==> config.mk <==
export PLATFORM = sky130hd
export DESIGN_NAME = bdd_traverse_ctrl
export DESIGN_NICKNAME = d
export VERILOG_FILES = /design/src/rtl/bdd_pkg.sv /design/src/rtl/bdd_traverse_ctrl_depth_guard.sv /design/src/rtl/bdd_traverse_ctrl.sv
export SDC_FILE = /design/constraint.sdc
export NUM_CORES = 1
export LEC_CHECK = 0
export ABC_AREA = 1
export BUFFER_PORTS_ARGS = -buffer_cell sky130_fd_sc_hd__buf_2
export CORE_UTILIZATION = 31
export DETAILED_ROUTE_END_ITERATION = 6
export GPL_TIMING_DRIVEN = 0
export HOLD_SLACK_MARGIN = 0.05
export PLACE_DENSITY = 0.61
export SLEW_MARGIN = 30
export SYNTH_ARGS = -nofsm -noshare
export SYNTH_HDL_FRONTEND = slang
export SYNTH_SLANG_ARGS = --single-unit
==> constraint.sdc <==
create_clock -name clk -period 5.5 [get_ports clk]
set_input_delay 1.375 -clock clk [delete_from_list [all_inputs] [get_ports clk]]
set_output_delay 1.375 -clock clk [all_outputs]
set_load 0.005 [all_outputs]
==> src/rtl/bdd_pkg.sv <==
// Shared types and word layouts for the decision-tree traversal sequencer.
package bdd_pkg;

  typedef enum logic [2:0] {
    S_IDLE,
    S_FETCH,
    S_WAIT,
    S_MAC0,
    S_MAC1,
    S_MAC2,
    S_DECIDE,
    S_FIN
  } state_t;

  localparam int NODE_C1_LSB  = 24;
  localparam int NODE_C2_LSB  = 16;
  localparam int NODE_C3_LSB  = 8;
  localparam int NODE_THR_LSB = 0;

  localparam int CHILD_FIELD_W = 9;
  localparam int CHILD_HI_LSB  = 9;
  localparam int CHILD_LO_LSB  = 0;

  localparam int FEAT_F0_LSB = 16;
  localparam int FEAT_F1_LSB = 8;
  localparam int FEAT_F2_LSB = 0;

  localparam int         LEAF_BIT  = 8;
  localparam logic [7:0] ERR_CLASS = 8'hFF;

  function automatic logic [7:0] byte_at(input logic [31:0] w, input int lsb);
    return w[lsb +: 8];
  endfunction

  function automatic logic [CHILD_FIELD_W-1:0] child_field(input logic [17:0] w,
                                                           input logic take_hi);
    return take_hi ? w[CHILD_HI_LSB +: CHILD_FIELD_W] : w[CHILD_LO_LSB +: CHILD_FIELD_W];
  endfunction

endpackage

==> src/rtl/bdd_traverse_ctrl_depth_guard.sv <==
// Node-visit counter; last flags the visit whose successor would exceed MAX_DEPTH.
module bdd_depth_guard #(
  parameter int MAX_DEPTH = 32
) (
  input  logic clk,
  input  logic rst_n,
  input  logic clr,
  input  logic inc,
  output logic last
);

  localparam int CNT_W = $clog2(MAX_DEPTH + 1);

  logic [CNT_W-1:0] depth;

  always_ff @(posedge clk or negedge rst_n) begin
    if (!rst_n) begin
      depth <= '0;
    end else if (clr) begin
      depth <= '0;
    end else if (inc) begin
      depth <= depth + 1'b1;
    end
  end

  assign last = (depth == CNT_W'(MAX_DEPTH - 1));

endmodule

==> src/rtl/bdd_traverse_ctrl.sv <==
// Tree-walk sequencer: fetch node, three-term MAC, threshold compare, follow child.
module bdd_traverse_ctrl
  import bdd_pkg::*;
#(
  parameter int ADDR_W    = 8,
  parameter int ACC_W     = 18,
  parameter int MAX_DEPTH = 32
) (
  input  logic              clk,
  input  logic              rst_n,
  input  logic              start,
  input  logic [ADDR_W-1:0] root_addr,
  input  logic [23:0]       feature,
  output logic              busy,
  output logic              done,
  output logic [7:0]        class_o,
  output logic              err,
  output logic [ADDR_W-1:0] node_addr,
  output logic              sram_re,
  input  logic [31:0]       node_data,
  input  logic [17:0]       child_data,
  output logic              mac_clr,
  output logic              mac_en,
  output logic [7:0]        mac_a,
  output logic [7:0]        mac_b,
  input  logic [ACC_W-1:0]  mac_acc
);

  state_t state;

  // c1 goes straight from node_data to mac_a, so only {c2,c3,thr} are kept.
  logic [23:0] coef_r;
  logic [17:0] child_r;
  logic [23:0] feat_r;

  logic                     take_hi;
  logic [CHILD_FIELD_W-1:0] sel;
  logic                     accept;
  logic                     depth_inc;
  logic                     depth_last;

  assign accept    = (state == S_IDLE) && start;
  assign take_hi   = mac_acc < ACC_W'(byte_at({8'h00, coef_r}, NODE_THR_LSB));
  assign sel       = child_field(child_r, take_hi);
  assign depth_inc = (state == S_DECIDE) && !sel[LEAF_BIT] && !depth_last;

  bdd_depth_guard #(
    .MAX_DEPTH(MAX_DEPTH)
  ) u_depth_guard (
    .clk  (clk),
    .rst_n(rst_n),
    .clr  (accept),
    .inc  (depth_inc),
    .last (depth_last)
  );

  // Datapath captures: no reset needed, always written before use.
  always_ff @(posedge clk) begin
    if (accept) begin
      feat_r <= feature;
    end
    if (state == S_WAIT) begin
      coef_r  <= node_data[23:0];
      child_r <= child_data;
    end
  end

  always_ff @(posedge clk or negedge rst_n) begin
    if (!rst_n) begin
      state     <= S_IDLE;
      busy      <= 1'b0;
      done      <= 1'b0;
      err       <= 1'b0;
      class_o   <= 8'h00;
      node_addr <= '0;
      sram_re   <= 1'b0;
      mac_clr   <= 1'b0;
      mac_en    <= 1'b0;
      mac_a     <= 8'h00;
      mac_b     <= 8'h00;
    end else begin
      sram_re <= 1'b0;
      mac_clr <= 1'b0;
      mac_en  <= 1'b0;
      mac_a   <= 8'h00;
      mac_b   <= 8'h00;
      done    <= 1'b0;
      case (state)
        S_IDLE: begin
          if (start) begin
            state     <= S_FETCH;
            busy      <= 1'b1;
            err       <= 1'b0;
            class_o   <= 8'h00;
            node_addr <= root_addr;
            sram_re   <= 1'b1;
          end
        end
        S_FETCH: begin
          state   <= S_WAIT;
          mac_clr <= 1'b1;
        end
        S_WAIT: begin
          state  <= S_MAC0;
          mac_en <= 1'b1;
          mac_a  <= byte_at(node_data, NODE_C1_LSB);
          mac_b  <= byte_at({8'h00, feat_r}, FEAT_F0_LSB);
        end
        S_MAC0: begin
          state  <= S_MAC1;
          mac_en <= 1'b1;
          mac_a  <= byte_at({8'h00, coef_r}, NODE_C2_LSB);
          mac_b  <= byte_at({8'h00, feat_r}, FEAT_F1_LSB);
        end
        S_MAC1: begin
          state  <= S_MAC2;
          mac_en <= 1'b1;
          mac_a  <= byte_at({8'h00, coef_r}, NODE_C3_LSB);
          mac_b  <= byte_at({8'h00, feat_r}, FEAT_F2_LSB);
        end
        S_MAC2: begin
          state <= S_DECIDE;
        end
        S_DECIDE: begin
          if (sel[LEAF_BIT]) begin
            state   <= S_FIN;
            class_o <= sel[7:0];
            err     <= 1'b0;
            done    <= 1'b1;
            busy    <= 1'b0;
          end else if (depth_last) begin
            state   <= S_FIN;
            class_o <= ERR_CLASS;
            err     <= 1'b1;
            done    <= 1'b1;
            busy    <= 1'b0;
          end else begin
            state     <= S_FETCH;
            node_addr <= ADDR_W'(sel[7:0]);
            sram_re   <= 1'b1;
          end
        end
        S_FIN: begin
          state <= S_IDLE;
        end
        default: begin
          state <= S_IDLE;
        end
      endcase
    end
  end

endmodule

## After elaboration in Yosys (flattened, before gate mapping)

Cells that the tools add are included.

- Register bits after elaboration: 113
- Input port bits: 103
- Output and inout bits: 38

- Add/subtract/negate cells: 1
- Magnitude comparators: 1
- Equal/unequal tests: 12
- Muxes and demuxes: 34
- Reduce and logical (&&, ||, !) cells: 11

Operator list:

| operator | number |
|---|---|
| 8-bit two-way mux | 6 |
| 8-bit case mux with 3 select lines | 2 |
| 8-bit case mux with 2 select lines | 2 |
| 3-bit case mux with 8 select lines | 1 |
| 18-bit by 8-bit less-than comparator with 1-bit output | 1 |
| 1-bit two-way mux | 14 |
| 3-bit equality test, second input constant | 4 |
| 6-bit two-way mux | 2 |
| 3-bit two-way mux | 3 |
| 9-bit two-way mux | 1 |
| 6-bit by 1-bit adder with 6-bit output, second input constant | 1 |
| 3-bit by 2-bit equality test with 1-bit output, second input constant | 2 |
| 6-bit by 5-bit equality test with 1-bit output, second input constant | 1 |
| 2-bit != test, second input constant | 3 |
| 1-bit case mux with 2 select lines | 3 |
| 4-bit AND reduction | 1 |
| 2-bit nonzero test | 2 |
| 3-bit by 1-bit equality test with 1-bit output, second input constant | 1 |
| 1-bit logical AND | 3 |
| 3-bit logical NOT | 1 |
| 3-bit != test, second input constant | 1 |
| 3-bit AND reduction | 1 |
| 3-bit OR reduction | 1 |
| 1-bit logical NOT | 2 |

## Longest topological paths before layout

Gate-level depths: netlist of run 1.

- Depth after elaboration: 7
- Depth in mapped cells: 15
- Mapped depth without buffers: 15

## By module

A second synthesis of run 1 with hierarchy kept.

- Cells, all modules: 433
- Area total of the unflattened synthesis: 4,619.4 um^2

Modules (own cells, without submodules):

| module | instances | cells each | area an instance (um^2) | seq. area each (um^2) |
|---|---|---|---|---|
| bdd_traverse_ctrl | 1 | 391 | 4,301.6 | 3,007.9 |
| bdd_depth_guard | 1 | 42 | 317.8 | 150.1 |

## Worst setup path after synthesis of run 1

Ideal clock, no wire load.

- Path type: input to register
- From: input port mac_acc[7]
- To: register class_o[1]
- Data arrival time: 2.708 ns
- Required time: 5.383 ns
- Path slack: 2.675 ns
- Cell stages on the path: 13
- Buffers on the path: 2
- Cell sequence: ha_1 -> nand2_1 -> inv_1 -> nand2_1 -> nor2_1 -> nand3_1 -> buf_2 -> nand3_2 -> nand2_2 -> nand3_4 -> buf_6 -> nand3_1 -> nand2_1

- Longest elaborated chain between the ends: 4
- Elaborated cells on any way between the ends: 6

Ends and longest elaborated chain:

| item | line | source |
|---|---|---|
| start, declared | bdd_traverse_ctrl.sv:26 | `input logic [ACC_W-1:0] mac_acc` |
| 18-bit by 8-bit less-than comparator with 1-bit output * | bdd_traverse_ctrl.sv:43 | `assign take_hi = mac_acc < ACC_W'(byte_at({8'h00, coef_r}, NODE_THR_LSB));` |
| 9-bit two-way mux * | bdd_pkg.sv:37 | `return take_hi ? w[CHILD_HI_LSB +: CHILD_FIELD_W] : w[CHILD_LO_LSB +: CHILD_FIELD_W];` |
| 3-bit != test (no source line) / 8-bit two-way mux (equally long branches) | - |  |
| 3-bit AND reduction (no source line) / 8-bit case mux with 2 select lines (equally long branches) | - |  |
| end signal, assigned | bdd_traverse_ctrl.sv:127 | `class_o <= sel[7:0];` |
| end, declared | bdd_traverse_ctrl.sv:16 | `output logic [7:0] class_o,` |

Mark *: on every way between the ends. The rest lies on a longest branch, timed or not.
A chain may end at the register's enable or synchronous reset.

## Final worst setup path of run 1

- From: input port start
- To: register feat_r[1], enable pin

- Longest elaborated chain between the ends: 1

Ends and longest elaborated chain:

| item | line | source |
|---|---|---|
| start, declared | bdd_traverse_ctrl.sv:11 | `input logic start,` |
| 1-bit logical AND | bdd_traverse_ctrl.sv:42 | `assign accept = (state == S_IDLE) && start;` |
| via accept | bdd_traverse_ctrl.sv:38 | `logic accept;` |
| end signal, assigned | bdd_traverse_ctrl.sv:60 | `feat_r <= feature;` |
| end, declared | bdd_traverse_ctrl.sv:34 | `logic [23:0] feat_r;` |

The timed path passes the listed nets, and every way through them passes these cells.

==> flow_summary.json, run 1 <==
{
  "outcome": "finished, final reports clean",
  "die-width_um": 124,
  "setup.reg_to_reg.worst_slack_ns": 2.95,
  "max_slew.worst_pin.slew_ns": 0.824,
  "grt_pass1_vias": 3542,
  "instances_no_fill": 781,
  "ioPinCount": 141,
  "tritoncts.num_buffers": 17,
  "yosys.cell_types.count": 26,
  "r2r_cells": 5,
  "critical_path.reg2reg.endpoint": "feat_r[1]",
  "setup_viol_count_final": 0,
  "clock_power_share_pct": 37.1,
  "p_seq_share_pct": 41.4,
  "post-place-ws_ns": 2.29,
  "drt-initial-drc-count": 153,
  "port-buffer-count": 140,
  "stdcell_area_sq_mm": 0.00619,
  "hp-class": "reg2reg",
  "worstPathRequired_ns": 5.40,
  "grt_antenna_before_repair": 2,
  "power.static_leakage_uw": 0.00308,
  "finalMaxSlewViolations": 0,
  "post_drt_wl_per_cell_um": 13.2,
  "max_freq_ghz": 0.330,
  "slew-limit-headroom_pct": 44.7,
  "final_critical_path_setup_slack_ns": 2.47,
  "worstSetupEndpointType": "register",
  "max_cap_violations": 0,
  "cp.arrival_ns": 2.93,
  "layout.cells.most_common": "sky130_fd_sc_hd__nand2_1",
  "route.antenna.remaining_nets": 0,
  "synth.yosys.seq_area_share_pct": 68.1,
  "gp_congestion": 0.780,
  "p_per_area_mw_per_mm2": 486,
  "sw_frac_of_total_pct": 29.8,
  "post-cts-setup-buffers": 0,
  "dr_total_vias": 3443,
  "syn-cell-area_sq_mm": 0.00464,
  "power_switching_uw": 897,
  "report.final.hold_viol_count": 0,
  "min_from": "feat_r[5]",
  "synthCells": 423,
  "startpoint_type": "input port",
  "period_minus_slack_ns": 3.03,
  "hold-path-endpoint": "mac_b[5]",
  "initial_core_util_pct": 31.8,
  "ctsHoldBuffers": 0,
  "floorplan.die.height_um": 124,
  "synthDominantAreaCellType": "sky130_fd_sc_hd__edfxtp_1",
  "power_uw": 3010,
  "unrepaired_setup_endpoints_after_global_routing": "no",
  "layout.cells.most_common_list": "sky130_fd_sc_hd__nand2_1 (141), sky130_fd_sc_hd__buf_2 (140), sky130_fd_sc_hd__edfxtp_1 (66)",
  "drt-vias-per-instance": 4.41,
  "p_int_uw": 2110,
  "combPwrFrac_pct": 21.5,
  "fin_nets": 693,
  "clk_root_buffer_cell": "sky130_fd_sc_hd__clkbuf_16",
  "synth.net_count": 534,
  "wirelength_mm": 10.3,
  "gr-usage-all-layers_pct": 14.3,
  "cts-htree-levels": 4,
  "finalSetupTns_ns": 0,
  "clock_skew_ns": 0.00420,
  "detailedRoute.firstPassIterationCount": 4,
  "global_route_wire_length_before_repair_mm": 17.1,
  "share_of_the_synthesized_area_in_the_top_cell_type_pct": 42.7,
  "dieArea_sq_mm": 0.0155,
  "min_delay_path_depth": 2,
  "layout-drive-gt1-share_pct": 32.6,
  "placed_cell_area_sq_mm": 0.00557,
  "clkSlewWorstSetupHoldPaths_ns": 0.05,
  "layout_worst_path_cycle_share_pct": 55.0,
  "ctsResizeCount": 0,
  "postSynthAreaPerCell_sq_um": 11.0,
  "detail_route.drc_violations": 0,
  "timing.setup.critical_path_class": "in2reg",
  "flow.area_growth_from_synthesis_pct": 33.5,
  "cts_sinks": 113,
  "numPlacedInstances": 747,
  "ys_seq_elements": 113,
  "synth.top_cells.by_area": "sky130_fd_sc_hd__edfxtp_1 (43%), sky130_fd_sc_hd__dfrtp_1 (25%), sky130_fd_sc_hd__nand2_1 (11%)",
  "r2r_start": "state[2]",
  "clk-insertion-delay-late_ns": 0.41,
  "design.core.area_sq_mm": 0.0146,
  "ir_worst_vdd_mv": 0.220,
  "critical_path.max_fanout": 24,
  "cts_max_path_buffers": 2,
  "row_count": 44,
  "largest_net_degree_at_the_start_of_global_routing": 52,
  "place.detailed.hpwl_mm": 7.43,
  "ys.warnings.count": 0,
  "gr-total-overflow": 0,
  "cts_tree": "done"
}
==> layout make-up <==
class | count | area, sq um
clock buffer | 17 | 425
buffer | 10 | 58.8
clock inverter | 15 | 185
multi-input combinational | 254 | 1250
timing repair buffer | 140 | 703
tap | 184 | 230
sequential | 113 | 3160
fill | 1420 | 8400
inverter | 46 | 173
antenna | 2 | 5.00
==> metrics by stage <==
step | util (%) | hold slack, ns
floorplan | - | 0.426
global placement | 38.2 | 0.430
detailed placement | 38.2 | 0.438
CTS | 42.4 | 0.453
global route | 42.4 | 0.469
finish | 42.4 | 0.448
==> synth_stat cells <==
library cell,number
sky130_fd_sc_hd__xnor2_1,1
sky130_fd_sc_hd__nand3b_1,1
sky130_fd_sc_hd__nor3_1,1
sky130_fd_sc_hd__nand2_2,5
sky130_fd_sc_hd__a21oi_1,2
sky130_fd_sc_hd__nor2_2,1
sky130_fd_sc_hd__nand3_4,2
sky130_fd_sc_hd__nor2_1,14
sky130_fd_sc_hd__clkinv_1,1
sky130_fd_sc_hd__clkbuf_1,5
sky130_fd_sc_hd__buf_2,2
sky130_fd_sc_hd__nand3_1,58
sky130_fd_sc_hd__nand2_1,141
sky130_fd_sc_hd__nor2_4,3
sky130_fd_sc_hd__nor3_2,2
sky130_fd_sc_hd__nand3_2,3
sky130_fd_sc_hd__dfrtp_1,47
sky130_fd_sc_hd__inv_1,44
sky130_fd_sc_hd__a22oi_1,8
sky130_fd_sc_hd__buf_6,2
sky130_fd_sc_hd__o21ai_0,1
sky130_fd_sc_hd__inv_2,1
sky130_fd_sc_hd__ha_1,8
sky130_fd_sc_hd__clkbuf_2,1
sky130_fd_sc_hd__edfxtp_1,66
sky130_fd_sc_hd__xor2_1,3
==> routing by layer <==
metal / share of wire (%) / wire length (um) / vias to the layer above / global-route usage (%)
met3: 7.5 / 776 / 18 / 5.93
li1: - / - / 1719 / -
met5: 0 / 0 / - / 0
met2: 48 / 4980 / 103 / 23.6
met4: 1.6 / 165 / 0 / 5.74
met1: 42 / 4370 / 1603 / 16.5
==> power by group through the flow <==
stage	sequential (uW)	combinational [uW]	clock, uW
after floorplan	1260	380	0
after global placement	1260	636	0
after detailed placement	1260	663	0
after CTS	1250	664	1140
after global routing	1270	745	1180
final	1250	648	1120
==> cells by family (layout without fill, tap and decap cells) <==
family          Yosys count  count (layout)  synth area share, %
buf+inv                  56             228                 4.94
compound gates           11              11                 1.62
other cells               0               2                    0
xor+xnor                  4               4                0.755
flops                   113             113                 68.1
simple gates            231             231                 22.4
fa+ha+maj                 8               8                 2.16
==> registers in the layout (all words and copies together) (netlist names), 3 cells and up <==
signal,flops
child_r,18
class_o,8
coef_r,24
feat_r,24
mac_a,8
mac_b,8
node_addr,8
state,3
u_depth_guard.depth,6
==> worst max-delay path, stage by stage <==
cell                       delay (ns)
sky130_fd_sc_hd__buf_2           0.10
sky130_fd_sc_hd__nand3_1         0.22
sky130_fd_sc_hd__clkbuf_1        0.42
sky130_fd_sc_hd__clkinv_1        0.79
==> worst max-delay path by stage <==
stage                from         end  slack [ns]  cells past startpoint
6_report            start   feat_r[1]        2.47                      4
5_1_grt             start   feat_r[2]        2.25                      4
4_1_cts             start   feat_r[2]        2.73                      4
3_5_place_dp        start   feat_r[7]        2.29                      4
3_3_place_gp        start  feat_r[17]        2.34                      4
2_1_floorplan  mac_acc[7]  class_o[1]        2.68                     13
Note: power is estimated with default switching activity, not from simulation.
==> inputs of run 2 (changes only) <==
--- a/config.mk
+++ b/config.mk
@@ -11,7 +11,7 @@
 export DETAILED_ROUTE_END_ITERATION = 6
 export GPL_TIMING_DRIVEN = 0
 export HOLD_SLACK_MARGIN = 0.05
-export PLACE_DENSITY = 0.61
+export PLACE_DENSITY = 0.63
 export SLEW_MARGIN = 30
 export SYNTH_ARGS = -nofsm -noshare
 export SYNTH_HDL_FRONTEND = slang
==> constraint.sdc (replaced) <==
create_clock -name clk -period 2.45 [get_ports clk]
set_input_delay 0.6125 -clock clk [delete_from_list [all_inputs] [get_ports clk]]
set_output_delay 0.6125 -clock clk [all_outputs]
set_load 0.005 [all_outputs]
==> run 2 against run 1 <==
Net effect:
- via count decreased by 0.73%
- core utilization rose by 0.33 points
- die area did not move
- register-to-register slack got worse by 2.8 ns
- critical path depth stayed put
- worst setup slack worse by 2.3 ns
- cell count did not move
- critical endpoint is now child_r[7]
==> flow_summary.json, run 2 (synthesized netlist as in run 1, its figures left out) <==
{
  "drt-initial-drc-count": 147,
  "tritoncts.num_buffers": 17,
  "cts_sinks": 113,
  "slew-limit-headroom_pct": 52.1,
  "startpoint_type": "register",
  "cts_tree": "done",
  "globalRoute.busiestLayer": "met2",
  "post-cts-setup-buffers": 0,
  "timing.setup.critical_path_class": "reg2reg",
  "cts_max_path_buffers": 2,
  "grtUsageMet3_pct": 6.36,
  "max_cap_violations": 0,
  "post_drt_wl_per_cell_um": 13.4,
  "worstPathRequired_ns": 2.49,
  "row_count": 44,
  "met1_layer_usage_reported_by_global_route_pct": 16.5,
  "cpLargestDelayFamily": "buffers and inverters",
  "route.antenna.remaining_nets": 0,
  "grt_pass1_vias": 3477,
  "flow.area_growth_from_synthesis_pct": 34.5,
  "layout_worst_path_cycle_share_pct": 92.2,
  "unrepaired_setup_endpoints_after_global_routing": "no",
  "period_minus_slack_ns": 2.26,
  "final_critical_path_setup_slack_ns": 0.190,
  "post-place-ws_ns": 0.00755,
  "place.detailed.hpwl_mm": 7.48,
  "clkSlewWorstSetupHoldPaths_ns": 0.05,
  "detailedRoute.firstPassIterationCount": 4,
  "critPathLaunch": "state[0]",
  "clk_root_buffer_cell": "sky130_fd_sc_hd__clkbuf_16",
  "layout.filler_cells": 1405,
  "setup_viol_count_final": 0,
  "dieArea_sq_mm": 0.0155,
  "design.core.area_sq_mm": 0.0146,
  "cts-htree-levels": 4,
  "layout.cells.most_common": "sky130_fd_sc_hd__nand2_1",
  "timing.critical_path.slowest_cell_delay_ns": 0.66,
  "r2r_start": "state[0]",
  "largest_net_degree_at_the_start_of_global_routing": 52,
  "cp.arrival_ns": 2.30,
  "critical_path.max_fanout": 51,
  "max_freq_ghz": 0.443,
  "finalMaxSlewViolations": 0,
  "dr_total_vias": 3418,
  "layout.core_utilization_pct": 42.8,
  "wirelength_mm": 10.4,
  "critical_path.n_buffers_inverters": 2,
  "die-width_um": 124,
  "outcome": "finished, final reports clean",
  "clk-insertion-delay-late_ns": 0.41,
  "report.final.hold_viol_count": 0,
  "reg_top3": "coef_r x24, feat_r x24, child_r x18",
  "initial_core_util_pct": 31.8,
  "grt.met2_usage_pct": 23.4,
  "power.static_leakage_uw": 0.00310,
  "worst_path_max_delay_cell": "sky130_fd_sc_hd__buf_4",
  "clock_skew_ns": 0.00488,
  "ir_worst_vdd_mv": 0.506,
  "max_slew.worst_pin.slew_ns": 0.716,
  "global_route_wire_length_before_repair_mm": 17.0,
  "gr-usage-all-layers_pct": 14.5,
  "port-buffer-count": 140,
  "gr-total-overflow": 0,
  "worstSetupEndpointType": "register",
  "floorplan.die.height_um": 124,
  "drt-vias-per-instance": 4.38,
  "crit_path_cell_trace": "inv_1 -> nand2_1 -> nor2_1 -> buf_4",
  "hp-class": "in2async",
  "gp_congestion": 0.792,
  "detail_route.drc_violations": 0,
  "fin_nets": 694,
  "ioPinCount": 141,
  "p_per_area_mw_per_mm2": 1120,
  "layout.cells.most_common_list": "sky130_fd_sc_hd__nand2_1 (141), sky130_fd_sc_hd__buf_2 (140), sky130_fd_sc_hd__edfxtp_1 (66)",
  "grt_antenna_before_repair": 2,
  "layout-drive-gt1-share_pct": 32.4
}
[run 2: changes by cell type in the layout (fill, tap and decap cells not counted), sizes merged]
cell / before / now
bufinv: 3 / 6
diode: 2 / 1
clkinv: 10 / 8
inv: 46 / 44
clkbuf: 23 / 25
[run 2: repair_timing]
action | 4_1_cts | 5_1_grt
setup endpoints to repair | 0 | 24
resized for setup | 0 | 4
hold buffers | 0 | 0
[run 2: path summary, 6_finish.rpt]
| check | depth (start not counted) | slack, ns | endpoint |
|---|---|---|---|
| max | 4 | 0.19 | child_r[7] |
| min | 1 | 0.23 | mac_a[2] |
| max reg2reg | 4 | 0.19 | child_r[7] |
| min reg2reg | 2 | 0.45 | mac_b[5] |
| max in group asynchronous | 1 | 1.80 | mac_a[1] |
| min in group clk | 1 | 0.37 | coef_r[23] |
[run 2: worst register-to-register path: cells and delay by family (launching register included)]
family	cells	cell delay (ns)
buf+inv	2	0.77
flops	1	0.42
simple gates	2	0.68
[run 2: per-stage QoR]
step / setup TNS [ns] / hold WS, ns / area [sq um] / total power [uW] / instances
floorplan: 0 / 0.317 / 4640 / 3680 / 423
global placement: -2.90 / 0.430 / 5570 / 4250 / 747
detailed placement: 0 / 0.437 / 5570 / 4320 / 747
CTS: 0 / 0.245 / 6220 / 7060 / 779
global route: 0 / 0.268 / 6240 / 7410 / 780
finish: 0 / 0.229 / 6240 / 6980 / 781
[run 2: final cells by class]
| class | instances | area (sq um) | share of cell area (%) |
|---|---|---|---|
| clock buffer | 19 | 433 | 6.94 |
| timing repair inverter | 1 | 7.51 | 0.120 |
| tap | 184 | 230 | 3.69 |
| inverter | 46 | 176 | 2.83 |
| multi-input combinational | 254 | 1250 | 20.1 |
| sequential | 113 | 3160 | 50.6 |
| clock inverter | 13 | 216 | 3.47 |
| buffer | 10 | 60.1 | 0.963 |
| timing repair buffer | 140 | 703 | 11.3 |
| antenna | 1 | 2.50 | 0.0401 |
[run 2: where the power goes]
group          total, uW  internal (uW)  switching, uW  leakage [uW]
clock               2710           1890            820      0.000320
combinational       1470            525            944       0.00156
sequential          2800           2620            184       0.00123
total               6980           5030           1950       0.00310
[run 2: routing by layer]
metal	up-vias	wire, um	share of wire [%]
met2	101	5060	48
met5	-	13	0.12
met4	2	203	1.9
met3	18	739	7.1
li1	1716	-	-
met1	1581	4420	42
==> inputs of run 3 (changes only) <==
--- a/config.mk
+++ b/config.mk
@@ -5,13 +5,12 @@
 export SDC_FILE = /design/constraint.sdc
 export NUM_CORES = 1
 export LEC_CHECK = 0
-export ABC_AREA = 1
 export BUFFER_PORTS_ARGS = -buffer_cell sky130_fd_sc_hd__buf_2
-export CORE_UTILIZATION = 31
+export CORE_UTILIZATION = 40
 export DETAILED_ROUTE_END_ITERATION = 6
 export GPL_TIMING_DRIVEN = 0
 export HOLD_SLACK_MARGIN = 0.05
-export PLACE_DENSITY = 0.63
+export PLACE_DENSITY = 0.76
 export SLEW_MARGIN = 30
 export SYNTH_ARGS = -nofsm -noshare
 export SYNTH_HDL_FRONTEND = slang
==> run 3 against run 2 <==
Net effect:
- first-iteration DRC count rose by 29%
- critical path depth grew 6
- flip-flop and latch count unchanged
- design area fell by 4.7%
- sequential share of layout area rose by 2.5 points
- critical endpoint is now node_addr[1]
- largest power group unchanged
==> flow_summary.json, run 3 <==
{
  "outcome": "finished, final reports clean",
  "fraction_of_registers_with_async_set_or_reset_after_synthesis_pct": 41.6,
  "synthDominantAreaCellType": "sky130_fd_sc_hd__edfxtp_1",
  "drt-vias-per-instance": 4.96,
  "fin_nets": 565,
  "reg_top3": "coef_r x24, feat_r x24, child_r x18",
  "detail_route.drc_violations": 0,
  "finalMaxSlewViolations": 0,
  "synth_flop_cell": "sky130_fd_sc_hd__edfxtp_1",
  "finalSetupTns_ns": 0,
  "critical_path.max_fanout": 10,
  "ys_seq_elements": 113,
  "ctsHoldBuffers": 0,
  "hp-class": "in2async",
  "max_cap_violations": 0,
  "worstPathRequired_ns": 2.82,
  "dr_total_vias": 2992,
  "gr-usage-all-layers_pct": 16.6,
  "gr-total-overflow": 0,
  "holdWs_ns": 0.111,
  "period_minus_slack_ns": 2.26,
  "cts_sinks": 113,
  "ir_worst_vdd_mv": 0.578,
  "port-buffer-count": 140,
  "stdcell_area_sq_mm": 0.00594,
  "route.antenna.remaining_nets": 0,
  "unrepaired_setup_endpoints_after_global_routing": "no",
  "clk-insertion-delay-late_ns": 0.50,
  "layout_worst_path_cycle_share_pct": 92.3,
  "synth_edf_count": 66,
  "clkSlewWorstSetupHoldPaths_ns": 0.06,
  "cts_tree": "done",
  "startpoint_type": "register",
  "clk_root_buffer_cell": "sky130_fd_sc_hd__clkbuf_8",
  "post-cts-setup-buffers": 0,
  "share_of_the_synthesized_area_in_the_top_cell_type_pct": 45.0,
  "placed_cell_area_sq_mm": 0.00534,
  "layout.cells.most_common": "sky130_fd_sc_hd__buf_2",
  "die-width_um": 107,
  "post_drt_wl_per_cell_um": 14.9,
  "layout.filler_cells": 847,
  "drt-initial-drc-count": 189,
  "global_route_wire_length_before_repair_mm": 14.2,
  "syn-cell-area_sq_mm": 0.00440,
  "tritoncts.num_buffers": 17,
  "cts_max_path_buffers": 2,
  "r2r_cells": 10,
  "gp_congestion": 0.767,
  "design.core.area_sq_mm": 0.0105,
  "grt_antenna_before_repair": 2,
  "flow.area_growth_from_synthesis_pct": 35.0,
  "floorplan.die.height_um": 107,
  "p_per_area_mw_per_mm2": 1200,
  "cts-htree-levels": 4,
  "power.static_leakage_uw": 0.00271,
  "yosys.cell_types.count": 39,
  "layout-drive-gt1-share_pct": 40.0,
  "slew-limit-headroom_pct": 53.9,
  "ys.warnings.count": 0,
  "row_count": 37,
  "worstSetupEndpointType": "register",
  "initial_core_util_pct": 41.9,
  "detailedRoute.firstPassIterationCount": 4,
  "postSynthAreaPerCell_sq_um": 15.0,
  "setup_viol_count_final": 0,
  "synth.net_count": 405,
  "grt_pass1_vias": 3133,
  "power_uw": 7110,
  "place.detailed.hpwl_mm": 6.47,
  "cp.arrival_ns": 2.63,
  "synth.yosys.seq_area_share_pct": 71.7,
  "synthCells": 294,
  "post-place-ws_ns": -0.375,
  "post-synth-top-count-cell": "sky130_fd_sc_hd__edfxtp_1",
  "final_critical_path_setup_slack_ns": 0.188,
  "max_slew.worst_pin.slew_ns": 0.691,
  "max_freq_ghz": 0.442,
  "synth_common_cells": "sky130_fd_sc_hd__edfxtp_1 (66), sky130_fd_sc_hd__dfrtp_1 (47), sky130_fd_sc_hd__mux2i_1 (29), sky130_fd_sc_hd__nand2_1 (23), sky130_fd_sc_hd__inv_1 (20)",
  "largest_net_degree_at_the_start_of_global_routing": 48,
  "report.final.hold_viol_count": 0,
  "dieArea_sq_mm": 0.0114,
  "clock_skew_ns": 0.0110,
  "num_antenna_cells": 0,
  "synth.top_cells.by_area": "sky130_fd_sc_hd__edfxtp_1 (45%), sky130_fd_sc_hd__dfrtp_1 (27%), sky130_fd_sc_hd__mux2i_1 (6.6%)",
  "wirelength_mm": 8.96,
  "timing.setup.critical_path_class": "reg2reg",
  "layout.cells.most_common_list": "sky130_fd_sc_hd__buf_2 (141), sky130_fd_sc_hd__edfxtp_1 (66), sky130_fd_sc_hd__dfrtp_1 (47)",
  "ioPinCount": 141
}
run 3: worst max-delay path: stages (launching register included):
cell and delay [ns]:
sky130_fd_sc_hd__edfxtp_1 0.32, sky130_fd_sc_hd__inv_1 0.04, sky130_fd_sc_hd__ha_1 0.28, sky130_fd_sc_hd__nand4bb_1 0.15, sky130_fd_sc_hd__a211o_1 0.31, sky130_fd_sc_hd__o311a_4 0.16
sky130_fd_sc_hd__nor2b_1 0.14, sky130_fd_sc_hd__buf_2 0.18, sky130_fd_sc_hd__buf_6 0.16, sky130_fd_sc_hd__a222oi_1 0.29, sky130_fd_sc_hd__mux2i_1 0.11
run 3: what timing repair did:
| item | in CTS | in global routing |
|---|---|---|
| hold endpoints to repair | 0 | 0 |
| endpoints found under the setup margin | 8 | 17 |
| gates resized for setup | 1 | 2 |
run 3: path summary, 6_finish.rpt:
path | startpoint | to | slack, ns
worst min-delay path | rst_n | class_o[2] | 0.11
worst max register to register | coef_r[7] | node_addr[1] | 0.19
min in group clk | node_data[12] | coef_r[12] | 0.28
worst min register to register | coef_r[8] | mac_a[0] | 0.45
worst max-delay path | coef_r[7] | node_addr[1] | 0.19
max in group asynchronous | rst_n | class_o[0] | 1.91
run 3: power breakdown:
part	total [uW]	switching [uW]	internal, uW
Combinational	1730	937	797
Sequential	2950	246	2700
Clock	2430	857	1570
run 3: layout make-up:
type	count	area [sq um]	share of cell area (%)
clock inverters	13	161	2.72
multi-input cells	148	1120	18.9
plain buffers	11	62.6	1.05
flip-flops and latches	113	3160	53.1
repair buffers	142	758	12.8
clock buffers	19	432	7.26
well taps	136	170	2.86
inverters	21	80.1	1.35
run 3: logic make-up (layout without fill, tap and decap cells):
logic type / after synthesis / count (layout) / share of synthesized area (%)
simple gates: 56 / 56 / 6.28
buf+inv: 33 / 206 / 3.30
compound gates: 53 / 53 / 9.32
mux: 30 / 30 / 6.93
fa+ha+maj: 8 / 8 / 2.27
flops: 113 / 113 / 71.7
xor+xnor: 1 / 1 / 0.199
run 3: per-stage QoR:
step | util, % | std cells
5_1_grt | 56.6 | 603
3_3_place_gp | 50.2 | 570
4_1_cts | 56.5 | 604
3_5_place_dp | 50.8 | 572
6_report | 56.6 | 603
2_1_floorplan | - | 294
run 3: per-layer routing:
layer | wire length [um] | GRT usage, %
met1 | 3670 | 18.5
met2 | 4400 | 27.9
met3 | 783 | 6.99
met4 | 93 | 6.65
met5 | 13 | 0
